**config.mk**
```make
export PLATFORM = sky130hd
export DESIGN_NAME = adc_result_serializer
export DESIGN_NICKNAME = d
export VERILOG_FILES = /design/src/rtl/adc_result_serializer_pkg.sv /design/src/rtl/adc_result_fifo.sv /design/src/rtl/adc_result_serializer.sv
export SDC_FILE = /design/constraint.sdc
export NUM_CORES = 1
export LEC_CHECK = 0
export BUFFER_PORTS_ARGS = -buffer_cell sky130_fd_sc_hd__buf_2
export CORE_ASPECT_RATIO = 0.6
export CORE_MARGIN = 10
export CORE_UTILIZATION = 45
export CTS_CLUSTER_DIAMETER = 200
export DETAILED_ROUTE_END_ITERATION = 16
export HOLD_SLACK_MARGIN = 0.15
export PLACE_DENSITY = 0.64
export SYNTH_ARGS = -nofsm -noshare
export SYNTH_HDL_FRONTEND = slang
export SYNTH_SLANG_ARGS = --single-unit
```
**constraint.sdc**
```tcl
create_clock -name i_clk -period 2.5 [get_ports i_clk]
set_clock_uncertainty 0.05 [all_clocks]
set_input_delay 0.125 -clock i_clk [delete_from_list [all_inputs] [get_ports i_clk]]
set_output_delay 0.125 -clock i_clk [all_outputs]
set_load 0.005 [all_outputs]
```
**src/rtl/adc_result_serializer_pkg.sv**
```systemverilog
// Shared definitions for the ADC result readout path: word width, serializer
// states and counter sizing helpers.
package adc_result_serializer_pkg;

    localparam int RESULT_OSR_BITS = 16;
    localparam int BIT_CNT_W       = $clog2(RESULT_OSR_BITS);

    typedef enum logic [1:0] {
        IDLE  = 2'd0,
        LOAD  = 2'd1,
        SHIFT = 2'd2,
        GAP   = 2'd3
    } ser_state_t;

    // Divider counter must hold 2*CLK_DIV-1 for the inter-word gap.
    function automatic int div_cnt_w(input int clk_div);
        return (clk_div < 1) ? 1 : $clog2(2 * clk_div);
    endfunction

endpackage

```
**src/rtl/adc_result_fifo.sv**
```systemverilog
// Small synchronous FIFO holding captured ADC results until the serializer
// takes them. A push into a full FIFO is ignored unless a pop frees a slot.
module adc_result_fifo
    import adc_result_serializer_pkg::*;
#(
    parameter int WIDTH = RESULT_OSR_BITS,
    parameter int DEPTH = 4
) (
    input  logic                     i_clk,
    input  logic                     i_rst,
    input  logic                     i_push,
    input  logic                     i_pop,
    input  logic [WIDTH-1:0]         i_data,
    output logic [WIDTH-1:0]         o_data,
    output logic [$clog2(DEPTH):0]   o_level,
    output logic                     o_full,
    output logic                     o_empty
);

    localparam int AW = $clog2(DEPTH);

    logic [WIDTH-1:0] r_mem [DEPTH];
    logic [AW-1:0]    r_wr_ptr;
    logic [AW-1:0]    r_rd_ptr;
    logic [AW:0]      r_level;
    logic             w_do_push;
    logic             w_do_pop;

    assign o_full    = (r_level == (AW+1)'(DEPTH));
    assign o_empty   = (r_level == '0);
    assign w_do_pop  = i_pop & ~o_empty;
    assign w_do_push = i_push & (~o_full | w_do_pop);
    assign o_data    = r_mem[r_rd_ptr];
    assign o_level   = r_level;

    always_ff @(posedge i_clk) begin
        if (w_do_push) begin
            r_mem[r_wr_ptr] <= i_data;
        end
    end

    // Pointers are AW bits wide, so they wrap modulo DEPTH on their own.
    always_ff @(posedge i_clk) begin
        if (i_rst) begin
            r_wr_ptr <= '0;
            r_rd_ptr <= '0;
            r_level  <= '0;
        end else begin
            if (w_do_push) r_wr_ptr <= r_wr_ptr + 1'b1;
            if (w_do_pop)  r_rd_ptr <= r_rd_ptr + 1'b1;
            case ({w_do_push, w_do_pop})
                2'b10:   r_level <= r_level + 1'b1;
                2'b01:   r_level <= r_level - 1'b1;
                default: r_level <= r_level;
            endcase
        end
    end

endmodule

```
**src/rtl/adc_result_serializer.sv**
```systemverilog
// Captures ADC results on conversion_finished rising edges, buffers them and
// ships each word MSB-first as a framed serial stream with a divided bit clock.
//   state | meaning
//   IDLE  | waiting for a buffered word; pops the head into the shift register
//   LOAD  | raises frame and presents the MSB
//   SHIFT | bit clock low/high halves, data advances on the falling edge
//   GAP   | ser_clk held low for one bit period between words
module adc_result_serializer
    import adc_result_serializer_pkg::*;
#(
    parameter int FIFO_DEPTH = 4,
    parameter int CLK_DIV    = 2
) (
    input  logic                           i_clk,
    input  logic                           i_rst,
    input  logic [RESULT_OSR_BITS-1:0]     i_result_osr,
    input  logic                           i_conversion_finished_osr,
    input  logic                           i_enable,
    input  logic                           i_clear_ovf,
    output logic                           o_ser_clk,
    output logic                           o_ser_data,
    output logic                           o_ser_frame,
    output logic [$clog2(FIFO_DEPTH):0]    o_fifo_level,
    output logic                           o_overflow,
    output logic                           o_busy
);

    localparam int DIV_W = div_cnt_w(CLK_DIV);
    localparam int MSB   = RESULT_OSR_BITS - 1;

    ser_state_t                  r_state;
    ser_state_t                  w_state_next;
    logic                        r_prev_cf;
    logic                        r_overflow;
    logic                        r_ser_clk;
    logic                        r_ser_data;
    logic                        r_ser_frame;
    logic [DIV_W-1:0]            r_div_cnt;
    logic [BIT_CNT_W-1:0]        r_bit_cnt;
    logic [RESULT_OSR_BITS-1:0]  r_shift;
    logic                        w_push;
    logic                        w_pop;
    logic                        w_full;
    logic                        w_empty;
    logic                        w_half_done;
    logic [RESULT_OSR_BITS-1:0]  w_head;
    logic [$clog2(FIFO_DEPTH):0] w_level;

    assign w_push      = i_conversion_finished_osr & ~r_prev_cf & i_enable;
    assign w_pop       = (r_state == IDLE) & ~w_empty;
    assign w_half_done = (r_div_cnt == '0);

    adc_result_fifo #(
        .WIDTH (RESULT_OSR_BITS),
        .DEPTH (FIFO_DEPTH)
    ) u_fifo (
        .i_clk   (i_clk),
        .i_rst   (i_rst),
        .i_push  (w_push),
        .i_pop   (w_pop),
        .i_data  (i_result_osr),
        .o_data  (w_head),
        .o_level (w_level),
        .o_full  (w_full),
        .o_empty (w_empty)
    );

    always_ff @(posedge i_clk) begin
        if (i_rst) r_state <= IDLE;
        else       r_state <= w_state_next;
    end

    always_comb begin
        w_state_next = r_state;
        unique case (r_state)
            IDLE:    if (!w_empty) w_state_next = LOAD;
            LOAD:    w_state_next = SHIFT;
            SHIFT:   if (w_half_done && r_ser_clk && (r_bit_cnt == '0)) w_state_next = GAP;
            GAP:     if (w_half_done) w_state_next = IDLE;
            default: w_state_next = IDLE;
        endcase
    end

    always_ff @(posedge i_clk) begin
        if (i_rst) begin
            r_prev_cf   <= 1'b1;
            r_overflow  <= 1'b0;
            r_ser_clk   <= 1'b0;
            r_ser_data  <= 1'b0;
            r_ser_frame <= 1'b0;
            r_div_cnt   <= '0;
            r_bit_cnt   <= '0;
            r_shift     <= '0;
        end else begin
            r_prev_cf <= i_conversion_finished_osr;
            // A drop in the same cycle as a clear keeps the flag set.
            if (w_push && w_full && !w_pop) r_overflow <= 1'b1;
            else if (i_clear_ovf)           r_overflow <= 1'b0;

            unique case (r_state)
                IDLE: begin
                    if (w_pop) r_shift <= w_head;
                end
                LOAD: begin
                    r_ser_frame <= 1'b1;
                    r_ser_data  <= r_shift[MSB];
                    r_shift     <= r_shift << 1;
                    r_ser_clk   <= 1'b0;
                    r_bit_cnt   <= BIT_CNT_W'(RESULT_OSR_BITS - 1);
                    r_div_cnt   <= DIV_W'(CLK_DIV - 1);
                end
                SHIFT: begin
                    if (!w_half_done) begin
                        r_div_cnt <= r_div_cnt - 1'b1;
                    end else if (!r_ser_clk) begin
                        r_ser_clk <= 1'b1;
                        r_div_cnt <= DIV_W'(CLK_DIV - 1);
                    end else if (r_bit_cnt == '0) begin
                        r_ser_clk   <= 1'b0;
                        r_ser_frame <= 1'b0;
                        r_ser_data  <= 1'b0;
                        r_div_cnt   <= DIV_W'(2 * CLK_DIV - 1);
                    end else begin
                        r_ser_clk  <= 1'b0;
                        r_ser_data <= r_shift[MSB];
                        r_shift    <= r_shift << 1;
                        r_bit_cnt  <= r_bit_cnt - 1'b1;
                        r_div_cnt  <= DIV_W'(CLK_DIV - 1);
                    end
                end
                GAP: begin
                    if (!w_half_done) r_div_cnt <= r_div_cnt - 1'b1;
                end
                default: ;
            endcase
        end
    end

    assign o_ser_clk    = r_ser_clk;
    assign o_ser_data   = r_ser_data;
    assign o_ser_frame  = r_ser_frame;
    assign o_fifo_level = w_level;
    assign o_overflow   = r_overflow;
    assign o_busy       = (r_state != IDLE) || (w_level != '0);

endmodule

```
After elaboration in Yosys (flattened, before gate mapping)
Memories as Yosys holds them, arrays and structs flattened. A register that Yosys moved wholly into a read port is not among the register bits.
Index checks and enable logic that the tools add are counted.

word-level totals
  bits in registers = 36
  bits in writable memories = 64
  output and inout bits = 8
  memories = 1

memories
  name          words  bits a word  rd ports  clocked after memory_dff  write ports  RTL line               source
  u_fifo.r_mem  4      16           1         1                         1            adc_result_fifo.sv:22  logic [WIDTH-1:0] r_mem [DEPTH];

operators by class
  add/subtract/negate cells = 6
  equality and inequality tests = 15
  mux-type cells = 36
  bitwise gates (word level) = 9
  reduce and logical (&&, ||, !) cells = 24

operator list
  cell                   number
  $mux W16               4
  $pmux W16 S3           1
  $mux W2                9
  $ne A2 B2 Y1 const B   8
  $mux W1                12
  $mux W4                3
  $reduce_bool A3 Y1     3
  $pmux W2 S4            1
  $pmux W4 S2            1
  $reduce_and A4 Y1      2
  $reduce_bool A2 Y1     4
  $eq A2 B2 Y1 const B   3
  $pmux W1 S2            3
  $pmux W2 S3            1
  $pmux W3 S2            1
  $reduce_and A3 Y1      2
  $and A1 B1 Y1          5
  $reduce_and A5 Y1      1
  $add A2 B1 Y2 const B  2
  $eq A2 B1 Y1 const B   2
  $logic_and A1 B1 Y1    4
  $logic_not A2 Y1       2
  $logic_not A4 Y1       1
  $reduce_and A2 Y1      2
  11 further kinds       13

Logic depth before layout (Yosys ltp)
  word-level depth = 8
  gate-level depth with buffers = 9
  depth with buffers taken out = 9

Cells and area by module
A second synthesis with hierarchy kept.

unflattened totals
  cells, all modules = 302
  area, all modules = 4446.8 um^2

modules (own cells, without submodules)
  module                 times used  cells an instance  area each (um^2)  seq. area each (um^2)
  adc_result_fifo        1           138                2830.2            2102.0
  adc_result_serializer  1           164                1616.6            580.6

Worst setup path before layout
Ideal clock, no wire load.

  path kind = flip-flop to flip-flop
  from = reg r_state[0]
  to = reg u_fifo.r_level[2] (netlist: u_fifo.o_level[2])
  setup time = 132 ps
  arrival = 1903 ps
  required time = 2318 ps
  setup slack = 415 ps
  stages on the path, launching flop included = 10
  path buffers = 0
  path through = dfxtp_1 > inv_1 > ha_1 > o31a_2 > and2_1 > inv_1 > fa_1 > nor4_1 > o21a_1 > nor3_1

on the way
  longest elaborated chain between the ends = 7
  elaborated cells on any way between the ends = 9
  those cells by class = eq/ne: 2; mux: 1; bitwise: 4; reduce/logical: 2

ends and longest elaborated chain
  item                                                      RTL line                     source
  start: declaration                                        adc_result_serializer.sv:31  ser_state_t r_state;
  start signal: assignment                                  adc_result_serializer.sv:70  else r_state <= w_state_next;
  $logic_not A2 Y1 (*)                                      adc_result_serializer.sv:50  assign w_pop = (r_state == IDLE) & ~w_empty;
  $and A1 B1 Y1 (*)                                         adc_result_serializer.sv:50
  $and A1 B1 Y1 (*)                                         adc_result_fifo.sv:31        assign w_do_pop = i_pop & ~o_empty;
  $or A1 B1 Y1                                              adc_result_fifo.sv:32        assign w_do_push = i_push & (~o_full | w_do_pop);
  $and A1 B1 Y1                                             adc_result_fifo.sv:32
  $eq A2 B1 Y1 / $eq A2 B2 Y1 (equally long branches)       adc_result_fifo.sv:51        case ({w_do_push, w_do_pop})
  $pmux W3 S2 / $reduce_bool A2 Y1 (equally long branches)  n/a
  end signal: assignment                                    adc_result_fifo.sv:52        2'b10: r_level <= r_level + 1'b1;
  end signal: assignment                                    adc_result_fifo.sv:53        2'b01: r_level <= r_level - 1'b1;
  end signal: assignment                                    adc_result_fifo.sv:54        default: r_level <= r_level;
  end: declaration                                          adc_result_fifo.sv:25        logic [AW:0] r_level;

Every way passes the cells marked *; elsewhere a longest branch is shown, timed or not.
A chain may end at the register's enable or synchronous reset.

Worst setup path in the final report
Ends and elaborated chain as after synthesis.

==> flow_metrics.tcl <==
set metrics [dict create \
    maxSlewHeadroom 0.524 \
    cts_tree "built" \
    yosys.area.top_type "edfxtp_1" \
    drt_wl_total_um 8070 \
    drc_errors 0 \
    crit_path_start_kind "flip-flop" \
    rsz0062_at_grt "false" \
    peakVddDrop_mv 0.464 \
    dieArea_mm2 0.0139 \
    finalSetupViolations 0 \
    drtPass1Iterations 4 \
    viasPerCell 5.18 \
    gp_congestion 0.768 \
    sw_frac_of_total 0.343 \
    grt_max_degree 39 \
    grt_pass1_wl_um 13300 \
    synth_top_area_share 0.449 \
    power.switching_uw 1840 \
    vias 2673 \
    dieHeight_um 95.5 \
    ys_ff_latch 102 \
    synth.net_count 362 \
    multiInputGateArea_mm2 0.00145 \
    worstHoldEndpoint "r_div_cnt[0]" \
    detail-route-antenna-nets 0 \
    min-delay-path-class "in2reg" \
    fin_ws_ps 200 \
    synth-edff-count 64 \
    setup_tns_ps 0 \
    grt_overflow 0 \
    cp_num_buf_inv 2 \
    dr.first_iter.drc_count 176 \
    syn2layout_area_growth_pct 17.7 \
    rr_startpoint "r_state[0]" \
    pwr-share-clk 0.234 \
    cts_inserted_buffers 9 \
    power_uw 5360 \
    crit_path_cell_trace "inv_1, ha_1, o31a_2, and2_1, inv_1, fa_1, nor4_1, o21a_1, nor3_1" \
    maxSlewViolCount 0 \
    netlist_instances 328 \
    ios 29 \
    fin_crit_ps 2300 \
    yosysSeqAreaShare 0.627 \
    crit_slowest_cell "fa_1" \
    path_class "reg2reg" \
    hold_viol_final 0 \
    ys_warn_count 0 \
    p_leak_uw 0.00175 \
    regArea_mm2 0.00268 \
    fmaxAchievable_mhz 435 \
    pre_cts_ws_ps 205 \
    cts_resized 0 \
    reg2reg_slack_ps 200 \
    whs_path_depth 2 \
    reg2reg_to "u_fifo.o_level[2]" \
    antenna_found_initial 0 \
    clkLatencyLatePin_ps 340 \
    clockBufferDepth 2 \
    dp_hpwl_um 5350 \
    powerDensity_mw_per_mm2 1060 \
    crit_fanout 6 \
    fillers 771 \
    syn_area_per_cell_um2 13.0 \
    wl_per_cell_um 15.6 \
    drv_cap 0 \
    period_share 0.920 \
    synth_ff_type "edfxtp_1" \
    cts.hold.buffers_added 18 \
    worstMarginPinSlew_ps 714 \
    netlist_area_mm2 0.00428 \
    cpMostUsedCell "inv_1" \
    p_int_uw 3520 \
    diodes 0 \
    seq_power_share 0.407 \
    core_area_mm2 0.00922 \
    critPathRequiredTime_ps 2650 \
    yosys-top-cells-area "edfxtp_1, dfxtp_1, mux2i_1" \
    row_count 27 \
    start_util 0.464 \
    cp-end-kind "flip-flop" \
    grtUsageTotal 0.121 \
    placed_area_mm2 0.00459 \
    first_global_vias 2637 \
    crit_family "simple AND/OR/NAND/NOR gates" \
    power_frac_comb 0.359 \
    clk_pin_slew_ps 60 \
    arrival_ps 2450 \
    worstRegToRegCells 9 \
    die_x_um 146 \
    nets 415 \
    h-tree-depth 3 \
    synth-async-reset-ratio 0 \
    status "completed" \
    synth_cell_types 45 \
    stdcell_area_mm2 0.00504 \
    path_depth 9 \
    postCtsSetupRepairBufs 0 \
    cts_sinks 102 \
    cts_root_buf "clkbuf_16" \
    layout-drive-gt1-share 0.194 \
    slowest_delay_ps 380 \
    worstHoldStart "i_rst" \
    io_buffers 28 \
]
## worst max-delay path by stage
stage	startpoint	to	slack, ps
finish	r_state[0]	u_fifo.o_level[2]	200
floorplan	r_state[0]	u_fifo.o_level[2]	420
detailed placement	r_state[0]	u_fifo.o_level[2]	200
CTS	r_state[0]	u_fifo.o_level[2]	190
global route	r_state[0]	u_fifo.o_level[2]	20
global placement	r_state[0]	u_fifo.o_level[2]	290
## flip-flops by register name, indices dropped and copies added, names as in the netlist, 2 cells and up, named ones only
signal           flops
u_fifo.r_wr_ptr      2
r_shift             16
r_div_cnt            2
u_fifo.r_mem        64
u_fifo.o_level       3
u_fifo.r_rd_ptr      2
r_state              2
r_bit_cnt            4
## area by class of cell
| cell class | instances | area share |
|---|---|---|
| clock inverters | 6 | 0.00770 |
| well taps | 130 | 0.0323 |
| multi-input cells | 195 | 0.288 |
| repair buffers | 60 | 0.0844 |
| clock buffers | 10 | 0.0454 |
| flip-flops and latches | 102 | 0.533 |
| inverters | 13 | 0.00968 |
## synth_stat cells, types with 2 or more instances
master	count
or3_1	2
and3_1	2
edfxtp_1	64
mux2i_1	34
a211oi_2	9
or2_2	3
nor4_1	2
nor3_1	20
clkbuf_1	9
xnor2_1	3
o22ai_1	16
dfxtp_1	38
nand2_1	8
and2_1	5
nand3b_1	3
buf_2	6
nand3_1	3
inv_1	13
nor2_1	30
nand2b_1	2
a211oi_1	9
o21ai_0	4
ha_1	12
a21oi_1	10
## per-layer routing
metal,share of wire,global-route usage,vias to the layer above,routed length (um)
li1,-,-,1320,-
met1,0.51,0.154,1290,4100
met2,0.44,0.189,52,3520
met3,0.043,0.0421,11,345
met4,0.014,0.0452,0,112
met5,0,0,-,0
## power groups by stage
stage / sequential [uW] / combinational, uW / clock, uW
after floorplan: 2170 / 1550 / 0
after global placement: 2200 / 1860 / 0
after detailed placement: 2220 / 1900 / 0
after CTS: 2180 / 1930 / 1300
after global routing: 2210 / 2160 / 1360
final: 2180 / 1920 / 1250
## through the flow
stage | utilization | cells | hold WS (ps)
after floorplan | - | 328 | 174
after global placement | 0.498 | 482 | 281
after detailed placement | 0.498 | 482 | 282
after CTS | 0.546 | 516 | 254
after global routing | 0.546 | 516 | 311
final | 0.546 | 516 | 271
## cells by family (layout without fill, tap and decap cells)
| kind of cell | after synthesis | after routing | synth area share |
|---|---|---|---|
| simple gates | 87 | 87 | 0.111 |
| mux | 34 | 34 | 0.0795 |
| xor+xnor | 4 | 4 | 0.00819 |
| fa+ha+maj | 13 | 13 | 0.0398 |
| compound gates | 57 | 57 | 0.100 |
| flops | 102 | 102 | 0.627 |
| buf+inv | 31 | 89 | 0.0345 |
## layout by cell type, fill, tap and decap left out, drive strengths merged, types with 4 or more instances in the layout
cell	n
a211oi	18
a21oi	10
and2	5
buf	42
clkbuf	10
clkinv	5
dfxtp	38
dlygate4sd3	18
edfxtp	64
ha	12
inv	13
mux2i	34
nand2	8
nor2	30
nor3	20
o21ai	4
o22ai	16
(Power assumes the default switching activity.)
